==> config.mk <==
export PLATFORM = sky130hd
export DESIGN_NAME = poly_mem_reader
export DESIGN_NICKNAME = d
export VERILOG_FILES = /design/src/rtl/dil_mem_pkg.sv /design/src/rtl/stream_fifo2.sv /design/src/rtl/poly_mem_reader.sv
export SDC_FILE = /design/constraint.sdc
export NUM_CORES = 1
export LEC_CHECK = 0
export ABC_AREA = 0
export CAP_MARGIN = 20
export CORE_UTILIZATION = 30
export CTS_CLUSTER_DIAMETER = 50
export DETAILED_ROUTE_END_ITERATION = 6
export GPL_TIMING_DRIVEN = 0
export PLACE_DENSITY = 0.57
export REMOVE_ABC_BUFFERS = 1
export SKIP_LAST_GASP = 1
export SYNTH_ARGS = -nofsm -noshare
export SYNTH_HDL_FRONTEND = slang
export SYNTH_SLANG_ARGS = --single-unit
==> constraint.sdc <==
create_clock -name CLK -period 7 [get_ports CLK]
set_clock_uncertainty 0.1 [all_clocks]
set_input_delay 2.1 -clock CLK [delete_from_list [all_inputs] [get_ports CLK]]
set_output_delay 2.1 -clock CLK [all_outputs]
set_load 0.05 [all_outputs]
==> src/rtl/dil_mem_pkg.sv <==
// Shared constants and reader state encoding for the coefficient memory
// and the streaming front ends that sit on top of it.
package dil_mem_pkg;

  localparam int ADDR_W = 16;
  localparam int DATA_W = 24;
  localparam int LEN_W  = 9;
  localparam int N_COEF = 256;
  localparam int DIL_Q  = 8380417;

  typedef enum logic [1:0] {
    IDLE  = 2'd0,
    RUN   = 2'd1,
    DRAIN = 2'd2,
    FIN   = 2'd3
  } rd_state_e;

endpackage

==> src/rtl/stream_fifo2.sv <==
// Two-entry registered FIFO used as the reader's output skid buffer.
// Head entry is read straight from a register, so pop_data_o is glitch-free.
module stream_fifo2 #(
  parameter int W = 25
) (
  input  logic         clk_i,
  input  logic         rst_ni,
  input  logic         push_i,
  input  logic [W-1:0] push_data_i,
  input  logic         pop_i,
  output logic [W-1:0] pop_data_o,
  output logic         full_o,
  output logic         empty_o,
  output logic [1:0]   count_o
);

  logic [W-1:0] mem_q [0:1];
  logic         wr_ptr_q;
  logic         rd_ptr_q;
  logic [1:0]   count_q;
  logic [1:0]   count_d;
  logic         do_push;
  logic         do_pop;

  assign full_o     = (count_q == 2'd2);
  assign empty_o    = (count_q == 2'd0);
  assign count_o    = count_q;
  assign pop_data_o = mem_q[rd_ptr_q];

  // A push into a full FIFO is accepted only when the head leaves this cycle.
  assign do_pop  = pop_i && !empty_o;
  assign do_push = push_i && (!full_o || do_pop);

  always_comb begin
    count_d = count_q;
    case ({do_push, do_pop})
      2'b10:   count_d = count_q + 2'd1;
      2'b01:   count_d = count_q - 2'd1;
      default: count_d = count_q;
    endcase
  end

  always_ff @(posedge clk_i or negedge rst_ni) begin
    if (!rst_ni) begin
      for (int i = 0; i < 2; i++) begin
        mem_q[i] <= '0;
      end
      wr_ptr_q <= 1'b0;
      rd_ptr_q <= 1'b0;
      count_q  <= 2'd0;
    end else begin
      if (do_push) begin
        mem_q[wr_ptr_q] <= push_data_i;
        wr_ptr_q        <= ~wr_ptr_q;
      end
      if (do_pop) begin
        rd_ptr_q <= ~rd_ptr_q;
      end
      count_q <= count_d;
    end
  end

endmodule

==> src/rtl/poly_mem_reader.sv <==
// Streams a run of coefficients out of memory port 0 as a valid/ready stream,
// hiding the one-cycle read latency and consumer stalls behind a 2-entry buffer.
module poly_mem_reader #(
  parameter int ADDR_W = dil_mem_pkg::ADDR_W,
  parameter int DATA_W = dil_mem_pkg::DATA_W,
  parameter int LEN_W  = dil_mem_pkg::LEN_W
) (
  input  logic              CLK,
  input  logic              RST_N,
  input  logic              start,
  input  logic [ADDR_W-1:0] base_addr,
  input  logic [LEN_W-1:0]  len,
  output logic              busy,
  output logic              done,
  output logic [ADDR_W-1:0] A0,
  output logic              CEB0,
  output logic              WEB0,
  output logic [DATA_W-1:0] BWEB0,
  output logic [DATA_W-1:0] D0,
  input  logic [DATA_W-1:0] Q0,
  output logic [DATA_W-1:0] out_data,
  output logic              out_valid,
  input  logic              out_ready,
  output logic              out_last
);
  import dil_mem_pkg::*;

  rd_state_e         state_q;
  rd_state_e         state_d;
  logic [ADDR_W-1:0] base_q;
  logic [LEN_W-1:0]  len_q;
  logic [LEN_W-1:0]  issued_q;
  logic              inflight_q;
  logic              inflight_last_q;
  logic [ADDR_W-1:0] a0_q;

  logic              fifo_full;
  logic              fifo_empty;
  logic [1:0]        fifo_count;
  logic [DATA_W:0]   fifo_head;
  logic              pop;
  logic [2:0]        occ;
  logic              room;
  logic              issue;
  logic              last_issue;

  assign WEB0  = 1'b1;
  assign BWEB0 = '1;
  assign D0    = '0;

  assign out_valid = !fifo_empty;
  assign out_data  = fifo_head[DATA_W-1:0];
  assign out_last  = out_valid && fifo_head[DATA_W];
  assign pop       = out_valid && out_ready;

  // Words held plus the one in flight, less the one leaving, must stay below two.
  assign occ = 3'(fifo_count) + 3'(inflight_q);
  always_comb begin
    room = 1'b0;
    if (fifo_full) begin
      room = pop;
    end else begin
      room = (occ < 3'd2) || pop;
    end
  end

  assign issue      = (state_q == RUN) && (issued_q != len_q) && room;
  assign last_issue = (issued_q == len_q - LEN_W'(1));
  assign CEB0       = !issue;
  assign A0         = issue ? (base_q + ADDR_W'(issued_q)) : a0_q;

  stream_fifo2 #(
    .W (DATA_W + 1)
  ) u_out_buf (
    .clk_i       (CLK),
    .rst_ni      (RST_N),
    .push_i      (inflight_q),
    .push_data_i ({inflight_last_q, Q0}),
    .pop_i       (pop),
    .pop_data_o  (fifo_head),
    .full_o      (fifo_full),
    .empty_o     (fifo_empty),
    .count_o     (fifo_count)
  );

  always_ff @(posedge CLK or negedge RST_N) begin
    if (!RST_N) begin
      state_q <= IDLE;
    end else begin
      state_q <= state_d;
    end
  end

  always_comb begin
    state_d = state_q;
    busy    = 1'b0;
    done    = 1'b0;
    case (state_q)
      IDLE: begin
        if (start) begin
          state_d = (len == '0) ? FIN : RUN;
        end
      end
      RUN: begin
        busy = 1'b1;
        if (issued_q == len_q) begin
          state_d = DRAIN;
        end
      end
      DRAIN: begin
        busy = 1'b1;
        // Leave once this cycle's pop empties the buffer, so FIN follows the last beat.
        if (!inflight_q && ((fifo_count == 2'd0) || ((fifo_count == 2'd1) && pop))) begin
          state_d = FIN;
        end
      end
      FIN: begin
        busy    = 1'b1;
        done    = 1'b1;
        state_d = IDLE;
      end
      default: state_d = IDLE;
    endcase
  end

  always_ff @(posedge CLK or negedge RST_N) begin
    if (!RST_N) begin
      base_q          <= '0;
      len_q           <= '0;
      issued_q        <= '0;
      inflight_q      <= 1'b0;
      inflight_last_q <= 1'b0;
      a0_q            <= '0;
    end else begin
      if ((state_q == IDLE) && start) begin
        base_q   <= base_addr;
        len_q    <= len;
        issued_q <= '0;
      end
      if (issue) begin
        issued_q <= issued_q + LEN_W'(1);
        a0_q     <= A0;
      end
      inflight_q      <= issue;
      inflight_last_q <= issue && last_issue;
    end
  end

endmodule

==> impl_metrics.prom, run 1 <==
# TYPE chip_impl_metric gauge
chip_impl_metric{name="syn_area",unit="mm^2"} 0.006085
chip_impl_metric{name="max_cap_viol_count",unit=""} 0
chip_impl_metric{name="detail_route.first_pass.iterations",unit=""} 4
chip_impl_metric{name="yosys_register_bits",unit=""} 108
chip_impl_metric{name="wire_length_of_the_first_global_routing_pass",unit="um"} 21270
chip_impl_metric{name="power.switching_fraction",unit="%"} 47.63
chip_impl_info{name="outcome",value="finished clean"} 1
chip_impl_metric{name="synthCells",unit=""} 551
chip_impl_metric{name="clock_path_buffers",unit=""} 2
chip_impl_metric{name="total_leakage_power",unit="nW"} 3.231
chip_impl_metric{name="synth_seq_area_share",unit="%"} 44.42
chip_impl_info{name="criticalPathCategory",value="in2out"} 1
chip_impl_metric{name="share_of_layout_cells_above_drive_strength_1",unit="%"} 20.53
chip_impl_metric{name="layout.cells.non_filler",unit=""} 908
chip_impl_metric{name="place.detailed.instances",unit=""} 892
chip_impl_metric{name="finalCoreUtilization",unit="%"} 38.04
chip_impl_metric{name="post_cts_repair_timing_setup_buffer_count",unit=""} 0
chip_impl_metric{name="flow.area_growth_from_synthesis",unit="%"} 22.87
chip_impl_metric{name="global_route.usage.total",unit="%"} 13.15
chip_impl_info{name="hold_class",value="reg2reg"} 1
chip_impl_metric{name="die_w",unit="um"} 144.4
chip_impl_metric{name="die_area",unit="mm^2"} 0.02086
chip_impl_metric{name="top_level_ports",unit=""} 147
chip_impl_info{name="grt_setup_unrepaired",value="no"} 1
chip_impl_metric{name="remaining_drc_errors",unit=""} 0
chip_impl_metric{name="numCtsBuffers",unit=""} 9
chip_impl_info{name="ctsRootBufferMaster",value="clkbuf_16"} 1
chip_impl_metric{name="starting_density",unit="%"} 30.96
chip_impl_metric{name="slew_viol_final",unit=""} 0
chip_impl_metric{name="dr.first_iter.drc_count",unit=""} 154
chip_impl_info{name="synthFlopType",value="dfrtp_1"} 1
chip_impl_metric{name="fill_cells",unit=""} 1944
chip_impl_metric{name="dpl.hpwl",unit="um"} 9772
chip_impl_metric{name="achievable-frequency",unit="MHz"} 149.3
chip_impl_metric{name="power-per-cell-area",unit="mW/mm^2"} 537.0
chip_impl_metric{name="num_antenna_cells",unit=""} 0
chip_impl_info{name="synth_area_leader_cell",value="dfrtp_1"} 1
chip_impl_metric{name="nets",unit=""} 711
chip_impl_metric{name="cts-htree-levels",unit=""} 3
chip_impl_metric{name="buffer_ports.inserted",unit=""} 97
chip_impl_metric{name="antenna_found_initial",unit=""} 0
chip_impl_metric{name="final_min_period_over_clock_period",unit="%"} 95.69
chip_impl_metric{name="tightest_slew",unit="ns"} 0.8762
chip_impl_info{name="tritoncts",value="done"} 1
chip_impl_metric{name="route.final.wire_length",unit="um"} 13230
chip_impl_metric{name="grt_pass1_vias",unit=""} 4227
chip_impl_metric{name="critical_path.max_fanout",unit=""} 54
chip_impl_metric{name="fin_setup_tns",unit="ns"} 0
chip_impl_metric{name="maxSlewHeadroom",unit="%"} 41.42
chip_impl_metric{name="insertion_delay",unit="ns"} 0.35
chip_impl_metric{name="chip_height",unit="um"} 144.4
chip_impl_metric{name="required",unit="ns"} 4.80
chip_impl_metric{name="wire_per_inst",unit="um"} 14.57
chip_impl_metric{name="core.rowCount",unit=""} 51
chip_impl_metric{name="clock_power_share",unit="%"} 12.4
chip_impl_metric{name="cts.clk_slew.worst_paths",unit="ns"} 0.07
chip_impl_metric{name="coreArea",unit="mm^2"} 0.01965
chip_impl_metric{name="placer_congestion_estimate",unit=""} 0.7745
chip_impl_info{name="startpoint_type",value="input port"} 1
chip_impl_metric{name="viasPerCell",unit=""} 4.709
chip_impl_info{name="layout.cells.most_common",value="dfrtp_1"} 1
chip_impl_metric{name="postRouteAntennaNets",unit=""} 0
chip_impl_metric{name="synthDominantCellAreaShare",unit="%"} 44.42
chip_impl_metric{name="switching_power_total",unit="mW"} 1.912
chip_impl_metric{name="synthesis.area_per_instance",unit="um^2"} 11.04
chip_impl_metric{name="synth_warnings",unit=""} 0
chip_impl_metric{name="worstPathArrival",unit="ns"} 4.50
chip_impl_info{name="synth.top_cells.by_area",value="dfrtp_1 44%, mux2_2 19%, buf_4 6.0%, ha_1 3.9%, o21ai_0 2.1%"} 1
chip_impl_info{name="setup.worst_path.end_class",value="output port"} 1
chip_impl_metric{name="tritoncts_sinks",unit=""} 108
chip_impl_metric{name="grt_max_degree",unit=""} 57
chip_impl_metric{name="p_seq_share",unit="%"} 28.5
chip_impl_metric{name="finalSetupViolCount",unit=""} 0
chip_impl_metric{name="library_cells_used_by_synthesis",unit=""} 57
chip_impl_metric{name="layout_min_cycle_time",unit="ns"} 6.698
chip_impl_metric{name="timing.final.hold_violations",unit=""} 0
chip_impl_metric{name="vdd_drop_max",unit="mV"} 0.3075
chip_impl_metric{name="grt_remaining_overflow",unit=""} 0
chip_impl_metric{name="count_of_flip_flops_with_a_built_in_enable_after_synthesis",unit=""} 0
chip_impl_info{name="layout.cells.most_common_list",value="108 x dfrtp_1, 101 x mux2_2, 81 x clkdlybuf4s50_1"} 1
chip_impl_metric{name="async_flop_share",unit="%"} 100.0
chip_impl_metric{name="internal_cell_power",unit="mW"} 2.102
chip_impl_metric{name="comb_power_share",unit="%"} 59.1
chip_impl_metric{name="via_total_after_detailed_routing",unit=""} 4276
cell usage after synthesis, types with 3 or more instances:
cell / n
a21o_1: 5
clkbuf_1: 14
xnor2_1: 11
and3_1: 6
ha_1: 19
o31ai_1: 15
o21a_1: 7
nor4_1: 4
buf_1: 3
a211o_1: 4
nor2b_1: 3
buf_4: 49
buf_2: 6
o21ai_0: 26
nor2_1: 16
nand2b_1: 5
or3_1: 4
mux2_2: 101
nor3_1: 11
nand3_1: 14
a31oi_1: 3
xor2_1: 11
nand4_1: 3
a211oi_1: 6
nand2_1: 32
a21oi_1: 10
inv_1: 14
dfrtp_1: 108
metal layers:
metal  vias up  wire, um  GRT usage [%]  part of all wire (%)
met5         -         0              0                     0
met4         0       114          4.488                  0.86
met3        10       893          3.675                   6.7
met2       127      6500          22.80                    49
met1      2083      5722          15.52                    43
li1       2056         -              -                     -
through the flow:
step / worst slack, ns / hold slack (ns) / instance area, um^2 / total power [mW]
2_1_floorplan: 0.09560 / 0.3387 / 5777 / 2.848
3_3_place_gp: -0.8403 / 0.3513 / 7079 / 3.492
3_5_place_dp: -0.8855 / 0.3576 / 7196 / 3.587
4_1_cts: 0.002154 / 0.3762 / 7473 / 4.069
5_1_grt: 0.1453 / 0.3924 / 7476 / 4.293
6_report: 0.3017 / 0.3689 / 7476 / 4.014
layout make-up:
| class | count | area [um^2] | area share, % |
|---|---|---|---|
| clock inverter | 6 | 53.80 | 0.7197 |
| inverter | 15 | 68.82 | 0.9205 |
| multi-input combinational | 401 | 3028 | 40.50 |
| timing repair buffer | 103 | 1062 | 14.21 |
| sequential | 108 | 2703 | 36.15 |
| tap | 265 | 331.6 | 4.435 |
| clock buffer | 10 | 229.0 | 3.063 |
state kept, by name, summed over array words and instances (netlist names):
name	cells
u_out_buf.count_o	2
inflight_q	1
inflight_last_q	1
state_q	2
base_q	16
len_q	9
a0_q	16
u_out_buf.wr_ptr_q	1
u_out_buf.mem_q	50
u_out_buf.rd_ptr_q	1
issued_q	9
worst max-delay path: stages:
cell             delay, ns
clkdlybuf4s50_1       0.52
nor2b_1               0.23
o21a_1                0.18
o31a_4                0.28
clkinv_8              0.21
o31ai_1               0.38
dlygate4sd2_1         0.57
cells by family (layout without fill, tap and decap cells):
group           count (synthesis)  in the layout  share of synthesized area, %
simple gates                  111            111                         9.295
fa+ha+maj                      20             20                         4.236
xor+xnor                       22             22                         3.167
compound gates                 97             97                         11.00
mux                           102            102                         18.86
buf+inv                        89            134                         8.904
flops                         108            108                         44.42
other cells                     2             49                        0.1234
power groups by stage:
stage | logic (mW) | clock network [mW] | registers (mW)
2_1_floorplan | 1.75 | 0 | 1.09
3_3_place_gp | 2.34 | 0 | 1.15
3_5_place_dp | 2.43 | 0 | 1.16
4_1_cts | 2.40 | 0.524 | 1.14
5_1_grt | 2.56 | 0.544 | 1.18
6_report | 2.37 | 0.497 | 1.14
path summary, 6_finish.rpt:
check                                             start                        endpoint  slack [ns]  depth (start not counted)
worst max-delay path                          out_ready                           A0[9]        0.30                          7
worst min-delay path                a0_q[5]$_DFFE_PN0N_             a0_q[5]$_DFFE_PN0N_        0.37                          2
worst max register to register  issued_q[0]$_DFFE_PN0P_            a0_q[12]$_DFFE_PN0N_        3.92                          9
worst min register to register      a0_q[5]$_DFFE_PN0N_             a0_q[5]$_DFFE_PN0N_        0.37                          2
max in group asynchronous                         RST_N            a0_q[10]$_DFFE_PN0N_        4.38                          2
min in group asynchronous                         RST_N  u_out_buf.mem_q[1]$_DFFE_PN0P_        1.69                          1
what timing repair did:
item | in CTS | in global routing
hold buffers | 0 | 0
gates resized for setup | 17 | 8
hold endpoints to repair | 0 | 0
setup endpoints to repair | 17 | 7
(Power assumes the default switching activity.)
==> inputs of run 2 (changes only) <==
--- a/config.mk
+++ b/config.mk
@@ -8,7 +8,7 @@
 export ABC_AREA = 0
 export CAP_MARGIN = 20
 export CORE_UTILIZATION = 30
-export CTS_CLUSTER_DIAMETER = 50
+export CTS_CLUSTER_DIAMETER = 100
 export DETAILED_ROUTE_END_ITERATION = 6
 export GPL_TIMING_DRIVEN = 0
 export PLACE_DENSITY = 0.57
@@ -16,4 +16,5 @@
 export SKIP_LAST_GASP = 1
 export SYNTH_ARGS = -nofsm -noshare
 export SYNTH_HDL_FRONTEND = slang
+export SYNTH_HIERARCHICAL = 1
 export SYNTH_SLANG_ARGS = --single-unit
==> impl_metrics.prom, run 2 <==
# TYPE chip_impl_metric gauge
chip_impl_metric{name="timing.final.hold_violations",unit=""} 0
chip_impl_metric{name="num_antenna_cells",unit=""} 0
chip_impl_metric{name="achievable-frequency",unit="MHz"} 146.9
chip_impl_info{name="tritoncts",value="done"} 1
chip_impl_info{name="setup.worst_path.end_class",value="output port"} 1
chip_impl_metric{name="numCtsBuffers",unit=""} 9
chip_impl_info{name="layout.cells.most_common_list",value="108 x dfrtp_1, 80 x clkdlybuf4s50_1, 61 x mux2_2"} 1
chip_impl_info{name="grt_setup_unrepaired",value="no"} 1
chip_impl_metric{name="worstPathArrival",unit="ns"} 4.61
chip_impl_info{name="layout.cells.most_common",value="dfrtp_1"} 1
chip_impl_metric{name="cts-htree-levels",unit=""} 3
chip_impl_metric{name="grt_remaining_overflow",unit=""} 0
chip_impl_info{name="synth_area_leader_cell",value="dfrtp_1"} 1
chip_impl_metric{name="total_leakage_power",unit="nW"} 3.385
chip_impl_metric{name="ctsHoldBuffers",unit=""} 0
chip_impl_metric{name="chip_height",unit="um"} 146.9
chip_impl_info{name="startpoint_type",value="input port"} 1
chip_impl_metric{name="postRouteAntennaNets",unit=""} 0
chip_impl_metric{name="insertion_delay",unit="ns"} 0.36
chip_impl_metric{name="finalSetupViolCount",unit=""} 0
chip_impl_metric{name="maxSlewHeadroom",unit="%"} 29.78
chip_impl_metric{name="vdd_drop_max",unit="mV"} 0.2342
chip_impl_metric{name="core.rowCount",unit=""} 52
chip_impl_metric{name="power-per-cell-area",unit="mW/mm^2"} 541.5
chip_impl_metric{name="global_route.usage.total",unit="%"} 13.19
chip_impl_info{name="worst_r2r_startpoint",value="u_out_buf/count_o[0]$_DFFE_PN0P_"} 1
chip_impl_metric{name="synth_seq_area_share",unit="%"} 42.93
chip_impl_metric{name="flow.area_growth_from_synthesis",unit="%"} 21.98
chip_impl_info{name="criticalPathCategory",value="in2out"} 1
chip_impl_metric{name="dp_worst_setup_slack",unit="ns"} -1.173
chip_impl_info{name="synth.cells.most_frequent",value="108 x dfrtp_1, 61 x mux2_2, 50 x buf_4, 39 x mux2_4, 36 x nand2_1"} 1
chip_impl_metric{name="nets",unit=""} 720
chip_impl_metric{name="tightest_slew",unit="ns"} 1.051
chip_impl_metric{name="syn_area",unit="mm^2"} 0.006295
chip_impl_metric{name="placer_congestion_estimate",unit=""} 0.8202
chip_impl_metric{name="grt_max_degree",unit=""} 60
chip_impl_metric{name="dr.first_iter.drc_count",unit=""} 189
chip_impl_metric{name="synthesis.area_per_instance",unit="um^2"} 11.16
chip_impl_metric{name="route.final.wire_length",unit="um"} 13850
chip_impl_metric{name="grt_pass1_vias",unit=""} 4407
chip_impl_metric{name="synthDominantCellAreaShare",unit="%"} 42.93
chip_impl_metric{name="final_min_period_over_clock_period",unit="%"} 97.28
chip_impl_metric{name="holdWs",unit="ns"} 0.3716
chip_impl_info{name="outcome",value="finished clean"} 1
chip_impl_metric{name="via_total_after_detailed_routing",unit=""} 4360
chip_impl_metric{name="layout_min_cycle_time",unit="ns"} 6.809
chip_impl_metric{name="library_cells_used_by_synthesis",unit=""} 61
chip_impl_metric{name="fill_cells",unit=""} 2013
chip_impl_info{name="hold_class",value="reg2reg"} 1
chip_impl_metric{name="wire_per_inst",unit="um"} 14.97
chip_impl_metric{name="synthCells",unit=""} 564
chip_impl_info{name="hp-start",value="a0_q[10]$_DFFE_PN0N_"} 1
chip_impl_metric{name="cts.clk_slew.worst_paths",unit="ns"} 0.07
chip_impl_metric{name="die_w",unit="um"} 146.9
chip_impl_metric{name="share_of_layout_cells_above_drive_strength_1",unit="%"} 21.68
chip_impl_metric{name="critical_path.max_fanout",unit=""} 58
chip_impl_metric{name="buffer_ports.inserted",unit=""} 97
chip_impl_metric{name="dpl.hpwl",unit="um"} 10010
chip_impl_metric{name="clock_path_buffers",unit=""} 2
chip_impl_metric{name="starting_density",unit="%"} 30.81
chip_impl_metric{name="largest_register_ffs",unit=""} 50
chip_impl_metric{name="coreArea",unit="mm^2"} 0.02043
chip_impl_info{name="registers.top_by_ff_count",value="u_out_buf/mem_q"} 1
chip_impl_metric{name="slew_viol_final",unit=""} 0
chip_impl_metric{name="detail_route.first_pass.iterations",unit=""} 5
chip_impl_info{name="synth.top_cells.by_area",value="dfrtp_1 43%, mux2_2 11%, mux2_4 9.3%, buf_4 6.0%, ha_1 3.2%"} 1
chip_impl_metric{name="count_of_flip_flops_with_a_built_in_enable_after_synthesis",unit=""} 0
chip_impl_metric{name="viasPerCell",unit=""} 4.714
chip_impl_metric{name="die_area",unit="mm^2"} 0.02157
chip_impl_info{name="synthFlopType",value="dfrtp_1"} 1
chip_impl_metric{name="top_level_ports",unit=""} 147
chip_impl_metric{name="wire_length_of_the_first_global_routing_pass",unit="um"} 22680
chip_impl_metric{name="tritoncts_sinks",unit=""} 108
chip_impl_info{name="setup.worst_path.start",value="out_ready"} 1
chip_impl_info{name="most_instantiated_library_cell_after_synthesis",value="dfrtp_1"} 1
chip_impl_metric{name="async_flop_share",unit="%"} 100.0
chip_impl_metric{name="final.setup.worst_slack",unit="ns"} 0.1905
chip_impl_metric{name="remaining_drc_errors",unit=""} 0
chip_impl_metric{name="synth_warnings",unit=""} 6
chip_impl_metric{name="antenna_found_initial",unit=""} 0
chip_impl_info{name="top_regs",value="u_out_buf/mem_q x50, a0_q x16, base_q x16"} 1
chip_impl_metric{name="required",unit="ns"} 4.80
chip_impl_info{name="ctsRootBufferMaster",value="clkbuf_16"} 1
chip_impl_metric{name="yosys_register_bits",unit=""} 108
chip_impl_metric{name="max_cap_viol_count",unit=""} 0
==> run 2: cell types whose count changed after synthesis, sizes merged, moves of 4 or more <==
| cell | before | now |
|---|---|---|
| buf | 60 | 67 |
| o31ai | 15 | 8 |
| xor2 | 11 | 18 |
| a21oi | 10 | 16 |
| clkbuf | 14 | 8 |
| o21ai | 26 | 32 |
| nor3 | 11 | 16 |
| nand2 | 32 | 36 |
| o21a | 7 | 3 |
==> run 2: final timing paths <==
| path | to | slack, ns | cells past startpoint |
|---|---|---|---|
| max | A0[8] | 0.19 | 7 |
| min | a0_q[10]$_DFFE_PN0N_ | 0.37 | 2 |
| max reg2reg | u_out_buf/mem_q[3]$_DFFE_PN0P_ | 4.37 | 5 |
| min reg2reg | a0_q[10]$_DFFE_PN0N_ | 0.37 | 2 |
| max in group asynchronous | issued_q[7]$_DFFE_PN0P_ | 4.36 | 2 |
| min in group asynchronous | u_out_buf/mem_q[17]$_DFFE_PN0P_ | 1.67 | 1 |
==> run 2: cells by family after synthesis <==
| family | after synthesis | synth area share (%) |
|---|---|---|
| AND/OR/NAND/NOR | 126 | 10.53 |
| flip-flops | 108 | 42.93 |
| multiplexers | 101 | 20.37 |
| buffers and inverters | 92 | 9.183 |
| AO/OA/AOI/OAI | 91 | 9.481 |
| XOR/XNOR | 27 | 3.876 |
| adder cells (fa/ha/maj) | 17 | 3.498 |
| other | 2 | 0.1193 |
==> run 2: timing repair <==
item / in CTS / in global routing
hold endpoints to repair: 0 / 0
gates resized for setup: 21 / 5
setup buffers: 1 / 0
pin swaps: 0 / 0
endpoints found under the setup margin: 17 / 3
==> run 2: worst max-delay path, stage by stage <==
cell and delay [ns]:
clkdlybuf4s50_1 0.47, nor2b_2 0.37, o21ai_0 0.25, a31oi_4 0.29, inv_6 0.18, o31ai_1 0.34
dlygate4sd2_1 0.57
==> run 2: cell type report <==
cell class	instances	area, um^2	area share (%)
Multi-Input combinational cell	411	3202	41.70
Clock buffer	9	225.2	2.933
Tap cell	270	337.8	4.400
Inverter	17	68.82	0.8962
Sequential cell	108	2703	35.20
Timing Repair Buffer	103	1084	14.11
Clock inverter	7	58.81	0.7658
==> run 2: per-stage QoR <==
step                      power [mW]  cell area (um^2)  TNS, ns  utilization, %  instances
final                          4.158              7679        0           37.59        925
after global routing           4.412              7679        0           37.59        925
after CTS                      4.202              7677        0           37.58        925
after detailed placement       3.714              7388   -16.29           36.16        908
after global placement         3.612              7266   -64.98           35.56        903
after floorplan                2.948              5957  -0.7564               -        536
==> run 2: power breakdown <==
group / leakage [nW] / switching [mW] / internal, mW / total [mW]
Clock: 0.138 / 0.252 / 0.248 / 0.500
Combinational: 1.94 / 1.50 / 1.01 / 2.51
Sequential: 1.30 / 0.232 / 0.917 / 1.15
Total: 3.38 / 1.98 / 2.17 / 4.16
==> run 2: metal layers <==
metal	wire (um)	vias to the layer above	track usage, %
met5	0	-	0
met4	120	0	2.969
met3	812	8	3.012
met2	6655	132	22.06
met1	6258	2155	17.27
li1	-	2065	-
==> inputs of run 3 (changes only) <==
--- a/config.mk
+++ b/config.mk
@@ -11,6 +11,7 @@
 export CTS_CLUSTER_DIAMETER = 100
 export DETAILED_ROUTE_END_ITERATION = 6
 export GPL_TIMING_DRIVEN = 0
+export HOLD_SLACK_MARGIN = 0.02
 export PLACE_DENSITY = 0.57
 export REMOVE_ABC_BUFFERS = 1
 export SKIP_LAST_GASP = 1
==> results of run 3 <==
Same layout as run 2: the final DEF is identical, and so are final timing and power.
